$ cat config.mk
export PLATFORM = sky130hd
export DESIGN_NAME = wb_arbiter
export DESIGN_NICKNAME = d
export VERILOG_FILES = /design/src/rtl/wb_arb_pkg.sv /design/src/rtl/wb_arb_fifo.sv /design/src/rtl/wb_arbiter.sv
export SDC_FILE = /design/constraint.sdc
export NUM_CORES = 1
export LEC_CHECK = 0
export ABC_AREA = 1
export CORE_MARGIN = 1.5
export CORE_UTILIZATION = 40
export DETAILED_ROUTE_END_ITERATION = 6
export PLACE_DENSITY = 0.73
export SLEW_MARGIN = 25
export SYNTH_ARGS = -nofsm -noshare
export SYNTH_HDL_FRONTEND = slang
export SYNTH_SLANG_ARGS = --single-unit
$ cat constraint.sdc
create_clock -name clk -period 4.1 [get_ports clk]
set_clock_uncertainty 0.05 [all_clocks]
set_input_delay 0.82 -clock clk [delete_from_list [all_inputs] [get_ports clk]]
set_output_delay 0.82 -clock clk [all_outputs]
set_load 0.02 [all_outputs]
$ cat src/rtl/wb_arb_pkg.sv
// Shared types for the register-file write-port arbiter.
// Latency: n/a (types and constants only).
// Backpressure: n/a.
package wb_arb_pkg;

  // One buffered MDU writeback: destination register plus result.
  typedef struct packed {
    logic [4:0]  rd;
    logic [31:0] data;
  } wb_entry_t;

  // Writes to x0 are architecturally dropped.
  localparam logic [4:0] REG_X0 = 5'd0;

endpackage

$ cat src/rtl/wb_arb_fifo.sv
// In-order buffer of MDU results waiting for the register-file write port.
// Latency: a push is visible at head on the cycle after the push edge.
// Backpressure: push ignored when full, pop ignored when empty.
module wb_arb_fifo
  import wb_arb_pkg::*;
#(
  parameter int DEPTH = 2
) (
  input  logic                         clk,
  input  logic                         reset,
  input  logic                         push,
  input  wb_entry_t                    din,
  input  logic                         pop,
  output wb_entry_t                    head,
  output logic                         full,
  output logic                         empty,
  output logic [$clog2(DEPTH+1)-1:0]   count
);

  localparam int PW = $clog2(DEPTH);
  localparam int CW = $clog2(DEPTH + 1);

  wb_entry_t        mem [DEPTH];
  logic [PW-1:0]    wr_ptr;
  logic [PW-1:0]    rd_ptr;
  logic             do_push;
  logic             do_pop;

  assign full    = (count == CW'(DEPTH));
  assign empty   = (count == '0);
  assign do_push = push & ~full;
  assign do_pop  = pop & ~empty;
  assign head    = mem[rd_ptr];

  // Storage: written at the tail, no reset needed since count gates validity.
  always_ff @(posedge clk) begin
    if (do_push) mem[wr_ptr] <= din;
  end

  // Pointers wrap naturally because DEPTH is a power of two.
  always_ff @(posedge clk) begin
    if (reset) begin
      wr_ptr <= '0;
      rd_ptr <= '0;
      count  <= '0;
    end else begin
      if (do_push) wr_ptr <= wr_ptr + PW'(1);
      if (do_pop)  rd_ptr <= rd_ptr + PW'(1);
      if (do_push && !do_pop)      count <= count + CW'(1);
      else if (do_pop && !do_push) count <= count - CW'(1);
    end
  end

endmodule

$ cat src/rtl/wb_arbiter.sv
// Shares the register-file write port between pipeline writeback and buffered MDU results.
// Latency: a grant in cycle N drives rf_* in cycle N+1; MDU results wait in an in-order buffer.
// Backpressure: mdu_ready drops when the buffer is full; pipe_stall holds WB while an MDU write wins.
module wb_arbiter
  import wb_arb_pkg::*;
#(
  parameter int DEPTH    = 2,
  parameter int MAX_WAIT = 4
) (
  input  logic        clk,
  input  logic        reset,
  input  logic        pipe_valid,
  input  logic        pipe_regwrite,
  input  logic [4:0]  pipe_rd,
  input  logic [31:0] pipe_result,
  output logic        pipe_stall,
  input  logic        mdu_valid,
  input  logic [4:0]  mdu_rd,
  input  logic [31:0] mdu_result,
  output logic        mdu_ready,
  output logic        rf_we,
  output logic [4:0]  rf_rd,
  output logic [31:0] rf_wd
);

  localparam int CW = $clog2(DEPTH + 1);
  localparam int SW = $clog2(MAX_WAIT + 1);
  localparam logic [SW-1:0] WAIT_LIMIT = SW'(MAX_WAIT);

  logic            pipe_req;
  logic            mdu_grant;
  logic            pipe_grant;
  logic            push;
  wb_entry_t       push_entry;
  wb_entry_t       head;
  logic            full;
  logic            empty;
  logic [CW-1:0]   count;
  logic [SW-1:0]   starve_cnt;

  assign pipe_req   = pipe_valid & pipe_regwrite & (pipe_rd != REG_X0);
  // No pop bypass: a full buffer refuses even when it drains this cycle.
  assign mdu_ready  = (count < CW'(DEPTH)) & ~reset;
  // x0 results are accepted from the MDU but never stored.
  assign push       = mdu_valid & mdu_ready & (mdu_rd != REG_X0);
  assign push_entry = '{rd: mdu_rd, data: mdu_result};
  assign mdu_grant  = ~empty & (~pipe_req | full | (starve_cnt == WAIT_LIMIT));
  assign pipe_grant = pipe_req & ~mdu_grant;
  assign pipe_stall = pipe_req & mdu_grant & ~reset;

  wb_arb_fifo #(.DEPTH(DEPTH)) u_fifo (
    .clk   (clk),
    .reset (reset),
    .push  (push),
    .din   (push_entry),
    .pop   (mdu_grant),
    .head  (head),
    .full  (full),
    .empty (empty),
    .count (count)
  );

  // Age of the buffer head while it is being denied the port.
  always_ff @(posedge clk) begin
    if (reset || mdu_grant || empty) starve_cnt <= '0;
    else if (starve_cnt != WAIT_LIMIT) starve_cnt <= starve_cnt + SW'(1);
  end

  // Registered write port; idle cycles drive all-zero.
  always_ff @(posedge clk) begin
    if (reset) begin
      rf_we <= 1'b0;
      rf_rd <= '0;
      rf_wd <= '0;
    end else if (mdu_grant) begin
      rf_we <= 1'b1;
      rf_rd <= head.rd;
      rf_wd <= head.data;
    end else if (pipe_grant) begin
      rf_we <= 1'b1;
      rf_rd <= pipe_rd;
      rf_wd <= pipe_result;
    end else begin
      rf_we <= 1'b0;
      rf_rd <= '0;
      rf_wd <= '0;
    end
  end

endmodule

; Word-level counts from Yosys, hierarchy flattened
; Memory sizes are Yosys's and may differ from the RTL's. A register that Yosys moved wholly into a read port is not among the register bits.
; Cells that the tools add are included.
[classes]
n_eq_ne = 3
magnitude_cmp = 1
n_bitwise = 18
n_reduce_logical = 10
muxes = 12
n_div = 0
shifts = 0
addsub = 5
multipliers = 0
[op_table]
columns = cell, n
row1 = 32-bit 2-to-1 mux, 2
row2 = 1-bit bitwise AND, 11
row3 = 5-bit 2-to-1 mux, 2
row4 = 5-bit nonzero test, 2
row5 = 1-bit 2-to-1 mux, 6
row6 = 1-bit NOT, 5
row7 = 2-bit 2-to-1 mux, 2
row8 = 3-bit by 1-bit adder with 3-bit output (second input constant), 1
row9 = 3-bit == test (second input constant), 1
row10 = 3-bit inequality test (second input constant), 1
row11 = 1-bit adder (second input constant), 2
row12 = 2-bit by 1-bit adder with 2-bit output (second input constant), 1
row13 = 2-bit == test (second input constant), 1
row14 = 1-bit logical AND, 2
row15 = 1-bit zero test, 2
row16 = 2-bit zero test, 1
row17 = 1-bit logical OR, 2
row18 = 2-bit less-than comparator (second input constant), 1
row19 = 1-bit OR, 2
row20 = 2-bit nonzero test, 1
row21 = 2-bit by 1-bit subtractor with 2-bit output (second input constant), 1
[totals]
n_memories = 1
output_inout_bits = 40
word_cells = 57
romBits = 0
ram_bits = 74
latchBits = 0
register_bits = 45
in_bits = 79
[mem_list]
columns = name, words, word_bits, rd, rd_ports_with_merged_regs, write_ports, line
row1 = u_fifo.mem, 2, 37, 1, 1, 1, wb_arb_fifo.sv:23  ; wb_entry_t mem [DEPTH];

; Longest topological paths before layout
[logic_depth]
ltp_word = 10
depth_mapped = 13
depth_no_buf = 12

; Hierarchy
; From an unflattened synthesis, not the netlist that was laid out.
[hier_totals]
cells_unflattened = 356
hier_area_um2 = 4705.8
[by_module_without_submodules]
columns = module, instances, seq_area_each_um2, cells_each, area_per_inst_um2
row1 = wb_arb_fifo, 1, 2322.2, 152, 3072.9
row2 = wb_arbiter, 1, 820.8, 204, 1632.8

; Least setup slack after synthesis
; Ideal clock, no wire load.
[synth_path]
kind = in2reg
from = input reset
to = memory u_fifo.mem[0][0] (netlist name), enable pin
t_required_ns = 3.619
setup_time_ns = 0.431
arrival_time_ns = 2.785
setup_slack_ns = 0.834
path_stages = 4
path_buffers = 1
cell_sequence = clkbuf_1 -> nor3b_1 -> nand2_1 -> nor2_1
[synth_between]
elab_chain_len = 7
[synth_rtl]
columns = item, line
row1 = from (decl), wb_arbiter.sv:11  ; input logic reset,
row2 = 1-bit NOT, wb_arbiter.sv:43  ; assign mdu_ready = (count < CW'(DEPTH)) & ~reset;
row3 = 1-bit bitwise AND, wb_arbiter.sv:43
row4 = 1-bit bitwise AND (2 in a row), wb_arbiter.sv:45  ; assign push = mdu_valid & mdu_ready & (mdu_rd != REG_X0);
row5 = 1-bit bitwise AND, wb_arb_fifo.sv:31  ; assign do_push = push & ~full;
row6 = 1-bit 2-to-1 mux, wb_arb_fifo.sv:37  ; if (do_push) mem[wr_ptr] <= din;
row7 = 1-bit 2-to-1 mux (implied by the code), wb_arb_fifo.sv:37
row8 = to (decl), wb_arb_fifo.sv:23
; No other way between the ends.

; Worst setup path after layout
[layout_path]
from = input pipe_rd[2]
to = output pipe_stall
[layout_between]
elab_chain_len = 8
[layout_rtl]
columns = item, line
row1 = from (decl), wb_arbiter.sv:14  ; input logic [4:0] pipe_rd,
row2 = 5-bit nonzero test (*), wb_arbiter.sv:41  ; assign pipe_req = pipe_valid & pipe_regwrite & (pipe_rd != REG_X0);
row3 = 1-bit bitwise AND (*), wb_arbiter.sv:41
row4 = 1-bit NOT, wb_arbiter.sv:47  ; assign mdu_grant = ~empty & (~pipe_req | full | (starve_cnt == WAIT_LIMIT));
row5 = 1-bit OR (2 in a row), wb_arbiter.sv:47
row6 = 1-bit bitwise AND, wb_arbiter.sv:47
row7 = 1-bit bitwise AND (*) (2 in a row), wb_arbiter.sv:49  ; assign pipe_stall = pipe_req & mdu_grant & ~reset;
row8 = to (decl), wb_arbiter.sv:16  ; output logic pipe_stall,
; Every way passes the cells marked *; elsewhere a longest branch is shown, timed or not.

==> reports/results.ini <==
[clocking]
post-cts-setup-buffers=0
cts_resized=0
cts_sinks=120
cts_made_buffers=17
clk_transition_reported_paths_ns=0.05
cts_tree=yes
h-tree-depth=4
ctsHoldBuffers=0
cts-root-buf=clkbuf_16
worstSkewPairLatency_ns=0.40
clock_path_buffers=2

[die]
coreArea_um2=10900
die-height_um=110
initial_core_util=0.415
io_pins=119
rows=38
die_w_um=110
die_area_um2=12000

[timing]
fin_crit_ns=3.58
timing.fmax_mhz=279
finalCritPeriodShare=0.874
final-setup-viol-count=0
timing.hold.ws_ns=0.453
maxSlewHeadroom=0.321
rsz0062_at_grt=no
tightest_slew_ns=1.02
hold_viol_final=0
report.final.slew_viol_count=0
fin_ws_ns=0.516
finalSetupTns_ns=0

[grt]
gr-total-overflow=0
grtUsageTotal=0.185
grt_pass1_wl_mm=16.3
antenna_found_initial=0
grt_pass1_vias=3375
grt_max_degree=75

[placed_design]
place_inst=659
place_area_um2=5810
port_buffers=118
dp_hpwl_mm=6.69
place_congestion=0.721
place_ws_ns=0.542

[layout]
layout-drive-gt1-share=0.0780
diodes=0
fill_cells=913
stdcell_count=691
area_delta_synth_final_pct=40.3
nets=620
final_common_cell=clkdlybuf4s50_1
layout_common_cells=clkdlybuf4s50_1 (117), nand2_1 (82), edfxtp_1 (74), inv_1 (45), dfxtp_1 (45)
final_area_um2=6370

[pwr]
vdd_drop_max_mv=0.306
pwr_density_cell_nw_per_um2=620
total_leakage_power_uw=0.00237

[worst_setup_path]
endpoint_kind=output pin
cp.required_ns=3.23
crit_fanout=3
arrival_ns=2.71
start_kind=primary input
r2r_setup_slack_ns=1.81
criticalPathCategory=in -> out

[run]
cap_violations=0

[route]
viasPerCell=4.86
drc=0
drt_iter0_drc=190
dr.pass1.iters=4
vias=3359
totalWireLength_mm=10.4
postRouteAntennaNets=0
wire_per_inst_um=15.1

[outcome]
status=finished, final reports clean

[synthesis]
yosysUniqueCellTypes=22
synth_area_um2=4540
synthCells=421
yosys_warnings=0
ys_seq_area_frac=0.692
ys_ff_latch=120
syn_nets=503
syn_avg_cell_area_um2=10.8

[min_path]
min_path_type=reg -> reg

[area by class of cell]
cell class / instances / area, µm² / share of cell area
Clock buffer: 19 / 433 / 0.0679
Clock inverter: 13 / 131 / 0.0206
Inverter: 47 / 176 / 0.0277
Multi-Input combinational cell: 230 / 1100 / 0.173
Sequential cell: 120 / 3150 / 0.494
Tap cell: 140 / 175 / 0.0275
Timing Repair Buffer: 122 / 1210 / 0.189
[sequential cells by signal (all words and copies together) (netlist names), named ones only]
| name | flops |
|---|---|
| u_fifo.mem | 74 |
| rf_wd | 32 |
| rf_rd | 5 |
| starve_cnt | 3 |
| u_fifo.count | 2 |
| rf_we | 1 |
| u_fifo.rd_ptr | 1 |
| u_fifo.wr_ptr | 1 |
[report_power, final]
part | switching, µW | leakage (µW) | internal (µW)
registers | 126 | 0.00106 | 1450
clock network | 526 | 0.000276 | 888
logic | 545 | 0.00104 | 409
[per-stage QoR]
stage / power, µW / util
floorplan: 2170 / -
finish: 3950 / 0.583
global placement: 2530 / 0.531
global route: 4150 / 0.583
CTS: 3980 / 0.583
detailed placement: 2560 / 0.531
[cell families after synthesis]
family,Yosys count,synth area share
xor gates and xnor gates,3,0.00579
AOI/OAI and AO/OA,84,0.0951
adders and majority gates,3,0.00827
buffers and inverters,71,0.0667
and+or+nand+nor,140,0.132
DFF,120,0.692
[Yosys cell counts]
library cell	count	area share
inv_1	46	0.038
buf_1	3	0.0025
xor2_1	2	0.0039
nor3_1	2	0.0022
inv_2	1	0.00083
dfxtp_1	46	0.20
clkbuf_1	9	0.0074
nor3b_1	1	0.0017
ha_1	3	0.0083
edfxtp_1	74	0.49
nand3_2	2	0.0044
o21ai_0	40	0.044
buf_2	8	0.0088
nand2_2	2	0.0028
buf_6	3	0.0074
a21oi_1	43	0.047
buf_4	1	0.0017
nor2_1	11	0.0091
a21oi_4	1	0.0036
xnor2_1	1	0.0019
nand2_1	82	0.068
nand3_1	40	0.044
[critical path, stage by stage]
cell and delay [ns]:
clkdlybuf4s50_1 0.42, nor2_1 0.19, nand3_1 0.17, nand3_2 0.13, nand2_2 0.08, nor3_1 0.25, clkdlybuf4s50_1 0.66
[final timing paths]
path	from	end	depth (start not counted)
setup / recovery	pipe_rd[2]	pipe_stall	7
hold / removal	u_fifo.rd_ptr$_SDFFE_PP0P_	u_fifo.rd_ptr$_SDFFE_PP0P_	2
setup reg to reg	u_fifo.count[1]$_SDFFE_PP0P_	rf_wd[11]$_SDFF_PP0_	5
hold reg to reg	u_fifo.rd_ptr$_SDFFE_PP0P_	u_fifo.rd_ptr$_SDFFE_PP0P_	2
[per-layer routing]
layer  GRT usage  up-vias  wire length [µm]
li1            -     1651                 -
met1       0.215     1581              4330
met2       0.317      114              5240
met3      0.0593       13               728
met4      0.0696        0               117
met5           0        -                 0
Power figures use the tool's default switching activity.
